==> src/rtl/if_stage_pkg.sv <==
// Shared constants for the instruction-fetch stage and its IF/ID register.
package if_stage_pkg;

    localparam logic [31:0] DEF_RESET_PC  = 32'h0000_0000;
    localparam logic [31:0] DEF_NOP_INSTR = 32'h0000_0000;  // sll $0,$0,0
    localparam logic [31:0] PC_STEP       = 32'd4;

endpackage

==> src/rtl/if_stage_if_id_reg.sv <==
// IF/ID pipeline register: holds, flushes to a bubble, or loads a fetched instruction.
module if_id_reg
    import if_stage_pkg::*;
#(
    parameter logic [31:0] NOP_INSTR = DEF_NOP_INSTR
) (
    input  logic        clk,
    input  logic        rst,
    input  logic        hold_i,
    input  logic        flush_i,
    input  logic [31:0] pc_4_i,
    input  logic [31:0] instr_i,
    output logic [31:0] pc_4_o,
    output logic [31:0] instr_o,
    output logic        valid_o
);

    logic [31:0] pc_4_q,  pc_4_d;
    logic [31:0] instr_q, instr_d;
    logic        valid_q, valid_d;

    // Hold beats flush, flush beats load.
    always_comb begin
        pc_4_d  = pc_4_q;
        instr_d = instr_q;
        valid_d = valid_q;
        if (!hold_i) begin
            if (flush_i) begin
                pc_4_d  = 32'd0;
                instr_d = NOP_INSTR;
                valid_d = 1'b0;
            end else begin
                pc_4_d  = pc_4_i;
                instr_d = instr_i;
                valid_d = 1'b1;
            end
        end
    end

    always_ff @(posedge clk) begin
        if (rst) begin
            pc_4_q  <= 32'd0;
            instr_q <= NOP_INSTR;
            valid_q <= 1'b0;
        end else begin
            pc_4_q  <= pc_4_d;
            instr_q <= instr_d;
            valid_q <= valid_d;
        end
    end

    assign pc_4_o  = pc_4_q;
    assign instr_o = instr_q;
    assign valid_o = valid_q;

endmodule

==> src/rtl/if_stage.sv <==
// Instruction-fetch stage: PC register, next-PC priority mux, redirect counter, IF/ID register.
module if_stage
    import if_stage_pkg::*;
#(
    parameter logic [31:0] RESET_PC  = DEF_RESET_PC,
    parameter logic [31:0] NOP_INSTR = DEF_NOP_INSTR
) (
    input  logic        clk,
    input  logic        rst,
    input  logic        shouldStall,
    input  logic        shouldJumpOrBranch,
    input  logic [31:0] jumpOrBranchPc,
    output logic [31:0] inst_addr,
    input  logic [31:0] inst_data,
    input  logic        inst_ready,
    output logic [31:0] pc_4,
    output logic [31:0] instruction,
    output logic        id_valid,
    output logic [15:0] flushCount
);

    // Memory handshake: inst_data is taken only on a cycle where inst_ready=1 and
    // neither stall nor redirect is active; otherwise the word is discarded.
    logic [31:0] pc_q, pc_d;
    logic [15:0] flush_cnt_q, flush_cnt_d;
    logic [31:0] pc_plus4;
    logic [31:0] target;
    logic        flush;

    assign pc_plus4 = pc_q + PC_STEP;
    assign target   = jumpOrBranchPc & ~32'h0000_0003;
    assign flush    = shouldJumpOrBranch || !inst_ready;

    always_comb begin
        pc_d        = pc_q;
        flush_cnt_d = flush_cnt_q;
        if (shouldStall) begin
            pc_d = pc_q;
        end else if (shouldJumpOrBranch) begin
            pc_d        = target;
            flush_cnt_d = flush_cnt_q + 16'd1;
        end else if (inst_ready) begin
            pc_d = pc_plus4;
        end
    end

    always_ff @(posedge clk) begin
        if (rst) begin
            pc_q        <= RESET_PC;
            flush_cnt_q <= 16'd0;
        end else begin
            pc_q        <= pc_d;
            flush_cnt_q <= flush_cnt_d;
        end
    end

    if_id_reg #(
        .NOP_INSTR (NOP_INSTR)
    ) u_if_id (
        .clk     (clk),
        .rst     (rst),
        .hold_i  (shouldStall),
        .flush_i (flush),
        .pc_4_i  (pc_plus4),
        .instr_i (inst_data),
        .pc_4_o  (pc_4),
        .instr_o (instruction),
        .valid_o (id_valid)
    );

    assign inst_addr  = pc_q;
    assign flushCount = flush_cnt_q;

endmodule

==> config.mk <==
export PLATFORM = sky130hd
export DESIGN_NAME = if_stage
export DESIGN_NICKNAME = d
export VERILOG_FILES = /design/src/rtl/if_stage_pkg.sv /design/src/rtl/if_stage_if_id_reg.sv /design/src/rtl/if_stage.sv
export SDC_FILE = /design/constraint.sdc
export NUM_CORES = 1
export LEC_CHECK = 0
export ABC_AREA = 0
export BUFFER_PORTS_ARGS = -buffer_cell sky130_fd_sc_hd__buf_2
export CORE_MARGIN = 10
export CORE_UTILIZATION = 45
export DETAILED_ROUTE_END_ITERATION = 16
export PLACE_DENSITY = 0.77
export REMOVE_ABC_BUFFERS = 1
export SYNTH_ARGS = -nofsm -noshare
export SYNTH_HDL_FRONTEND = slang
export SYNTH_SLANG_ARGS = --single-unit
==> constraint.sdc <==
create_clock -name clk -period 2.5 [get_ports clk]
set_clock_uncertainty 0.05 [all_clocks]
set_input_delay 0.25 -clock clk [delete_from_list [all_inputs] [get_ports clk]]
set_output_delay 0.25 -clock clk [all_outputs]
set_load 0.01 [all_outputs]
==> implementation parameters <==
Parameter                              Value

Floorplan
  Standard cell core area ... ~0.011 mm^2
  Top Ports ... roughly 180
  Die Y-Extent ... 125 um
  Rows ... 38
  Die X ... 125 um
  Effective utilization at floorplan ... 46.0%
  Area of the die ... around 0.016 mm^2

Worst setup path
  Startpoint class of the critical path ... flop
  Largest fanout on the critical path ... 5
  Arrival time reported for the critical path endpoint ... 2.63 ns
  Category of the most critical setup path ... flop to flop
  Crit path capture type ... flop
  Required time at the worst-slack endpoint ... 2.78 ns

Global routing
  Wire length of the first global-routing pass ... 26,500 um
  Initial antenna violation count ... 1
  GR Util All Layers ... between 20% and 30%
  Remaining global-route overflow ... 0
  Largest net degree at the start of global routing ... 62
  Number of global-route vias before repair ... 5,027

Yosys
  Post-synthesis mux area share ... between 1 and 1.5%
  Post-synth EDFFs ... 0
  Netlist Area Pre-Place ... 0.00500 mm^2
  Seq cells post-synth ... 109
  Xor and xnor area share after synthesis ... under 10%
  Cell count after synthesis ... roughly 600
  Largest family of logic cells by synthesized area ... compound AO/OA/AOI/OAI gates
  Leading register cell type out of synthesis ... sky130_fd_sc_hd__dfxtp_1
  Distinct cells, synth ... 54
  Count of synthesis-stage warnings from yosys ... 0
  Area fraction in and, or, nand and nor cells after synthesis ... 20.1%
  Share of flip-flops with an asynchronous set or reset ... 0%
  Compound-Gate Fraction of Synth Area ... 21.8%
  Portion of the post-synthesis area used by sequential elements ... 43.6%
  Synthesized-area fraction occupied by adder cells ... 0.500%
  Syn_area_per_cell ... 8.58 um^2
  Top cells by area in the synthesized netlist ... sky130_fd_sc_hd__dfxtp_1 (44%), sky130_fd_sc_hd__a22oi_1 (7.2%), sky130_fd_sc_hd__nor2_1 (6.2%)
  Share of the synthesized area in the top cell type ... 43.6%
  Largest area contributor in the synthesized netlist ... sky130_fd_sc_hd__dfxtp_1

STA
  Peak Freq ... roughly 430 MHz
  Share of the cycle needed by the critical path after routing ... roughly 94%
  Actual slew at the worst max-slew pin ... 0.693 ns
  Final count of hold timing violations ... 0
  Worst Hold Slack ... 0.0350 ns
  Slew Viols, Final ... 0
  Final critical delay including setup and external delays ... around 2.4 ns
  Unrepaired setup endpoints after global routing ... false
  Setup-violating endpoint count in the final report ... 0
  Relative slew slack ... 53.6%
  Sum of negative setup slack ... 0 ns

Drt
  Number of search-and-repair iterations in the first detailed-routing pass ... 5
  Wire length reported by the detailed router ... 16,400 um
  Number of nets with antenna violations after detailed routing ... 0
  Via total after detailed routing ... 5,084
  Post-route DRC violation count ... 0
  Via-to-Cell Ratio ... 5.66
  Routed wire per std cell ... 18.3 um
  DR iter-0 viols ... 393

Layout
  Area of combinational cells with multiple inputs ... 0.00258 mm^2
  Post-route non-filler standard cell count ... 899
  Fraction of final layout cells sized beyond drive strength 1 ... 30.5%
  Utilization of the core after routing ... 58.3%
  Number of nets at the end of the flow ... 824
  Filler Cell Count ... 994
  Area growth from synthesis to layout ... 26.9%
  Total area of sequential cells ... around 0.0022 mm^2

Min path
  Worst min path class ... primary input to flop

Run
  Number of max-capacitance violations reported ... 0

Clock tree
  Post-CTS resize count ... 0
  Clock transition time at the flip-flop clock pins of the worst setup and hold paths ... between 0.1 and 0.15 ns
  Max H-tree Level ... 3
  Buffers inserted during post-CTS setup optimization ... 0
  CTS Buf Count ... 9
  CTS tree ... done
  Buffer depth of the longest clock path ... 2
  Clock latency of the later-clocked register in the worst-skew pair ... 0.39 ns
  Root Buffer Master ... sky130_fd_sc_hd__clkbuf_8
  Post-cts hold buffer count ... 0
  # clock sinks ... 109

Pwr
  Worst IR Drop VDD ... approximately 0.38 mV
  Areal power density over the cells ... ~570 mW/mm^2
  PnR Total Power ... about 3.6 mW
  Leakage dissipation ... 2.86 nW

Place
  Weighted congestion reported at the end of routability-driven placement ... 0.947
  Post-detailed-placement half-perimeter wirelength ... 12,400 um
  Total placed cells including tap cells ... between 800 and 900
  Port Buffer Count ... 175

Outcome
  Outcome ... complete, no violations
-- synth_stat cells (all sizes together) (10+ instances only) --
cell type    n
dfxtp      109
nor3        13
a22oi       48
o21ai       19
clkbuf      36
xor2        24
inv         14
nor4        10
a22o        26
nand4       14
a21oi       18
nand3       16
nor2        82
buf         13
nand2       40
xnor2       19
-- per-layer routing --
layer / track usage, % / part of all wire, % / wire length, um / vias to the layer above
li1: - / - / - / 2436
met1: 24.0 / 42 / 6860 / 2399
met2: 31.3 / 46 / 7490 / 229
met3: 8.96 / 11 / 1850 / 18
met4: 7.45 / 1.4 / 229 / 2
met5: 0 / 0.12 / 20 / -
-- placed cells by master (no fill, tap or decap), types with 3 or more instances in the layout --
master	count
sky130_fd_sc_hd__a22o_1	26
sky130_fd_sc_hd__a22oi_1	48
sky130_fd_sc_hd__o31ai_1	3
sky130_fd_sc_hd__and3_1	8
sky130_fd_sc_hd__xnor2_1	19
sky130_fd_sc_hd__inv_1	14
sky130_fd_sc_hd__xor2_1	24
sky130_fd_sc_hd__bufinv_16	3
sky130_fd_sc_hd__clkbuf_8	9
sky130_fd_sc_hd__a31oi_1	8
sky130_fd_sc_hd__a211oi_1	5
sky130_fd_sc_hd__dfxtp_1	109
sky130_fd_sc_hd__conb_1	4
sky130_fd_sc_hd__o21ai_0	19
sky130_fd_sc_hd__mux2i_1	5
sky130_fd_sc_hd__nor2_1	81
sky130_fd_sc_hd__nand4_1	14
sky130_fd_sc_hd__nor4_1	8
sky130_fd_sc_hd__nor3_1	13
sky130_fd_sc_hd__nor2b_1	4
sky130_fd_sc_hd__a32o_1	3
sky130_fd_sc_hd__or3_1	3
sky130_fd_sc_hd__buf_4	29
sky130_fd_sc_hd__or4_1	5
sky130_fd_sc_hd__nand2_1	40
sky130_fd_sc_hd__nand3b_1	3
sky130_fd_sc_hd__and4_1	3
sky130_fd_sc_hd__a21oi_1	18
sky130_fd_sc_hd__or2_2	3
sky130_fd_sc_hd__nand3_1	15
sky130_fd_sc_hd__buf_2	175
-- through the flow --
step / area, um^2 / setup slack, ns
floorplan: 4810 / -0.0199
global placement: 6100 / 0.215
detailed placement: 6100 / 0.153
CTS: 6350 / 0.138
global route: 6350 / 0.0318
finish: 6350 / 0.149
-- worst paths after layout --
| kind | cells past startpoint | start | slack (ns) | end |
|---|---|---|---|---|
| max | 6 | inst_addr[3] | 0.15 | inst_addr[26] |
| min reg2reg | 1 | u_if_id.pc_4_o[29] | 0.43 | u_if_id.pc_4_o[29] |
| max reg2reg | 6 | inst_addr[3] | 0.15 | inst_addr[26] |
| min | 3 | inst_data[21] | 0.03 | u_if_id.instr_o[21] |
-- kinds of logic after synthesis --
logic type                 Yosys count
AOI/OAI and AO/OA                  151
xor gates and xnor gates            43
adders and majority gates            2
buffers and inverters               63
DFF                                109
muxes                                6
other                                1
and+or+nand+nor                    208
-- report_power, final --
part,internal [mW],switching [mW],leakage [nW]
Sequential,1.79,0.0601,0.885
Clock,0.670,0.646,0.116
Combinational,0.181,0.252,1.86
Total,2.64,0.958,2.86
-- worst max-delay path: stages (launching register included) --
cell	delay, ns
sky130_fd_sc_hd__dfxtp_1	0.40
sky130_fd_sc_hd__ha_1	0.24
sky130_fd_sc_hd__nand3_4	0.10
sky130_fd_sc_hd__or4_1	0.54
sky130_fd_sc_hd__or3_4	0.43
sky130_fd_sc_hd__or4_1	0.40
sky130_fd_sc_hd__a31oi_1	0.14
-- state kept, by name, summed over array words and instances (netlist names) --
name / count
u_if_id.instr_o: 32
inst_addr: 30
flushCount: 16
u_if_id.valid_o: 1
u_if_id.pc_4_o: 30
-- final cells by class --
type	instances	area share (%)
timing repair buffer	205	17.5
multi-input combinational	414	40.6
sequential	109	34.4
antenna	1	0.0394
clock buffer	9	1.95
tap	140	2.76
inverter	14	0.827
clock inverter	7	1.93
Power figures use the tool's default switching activity.
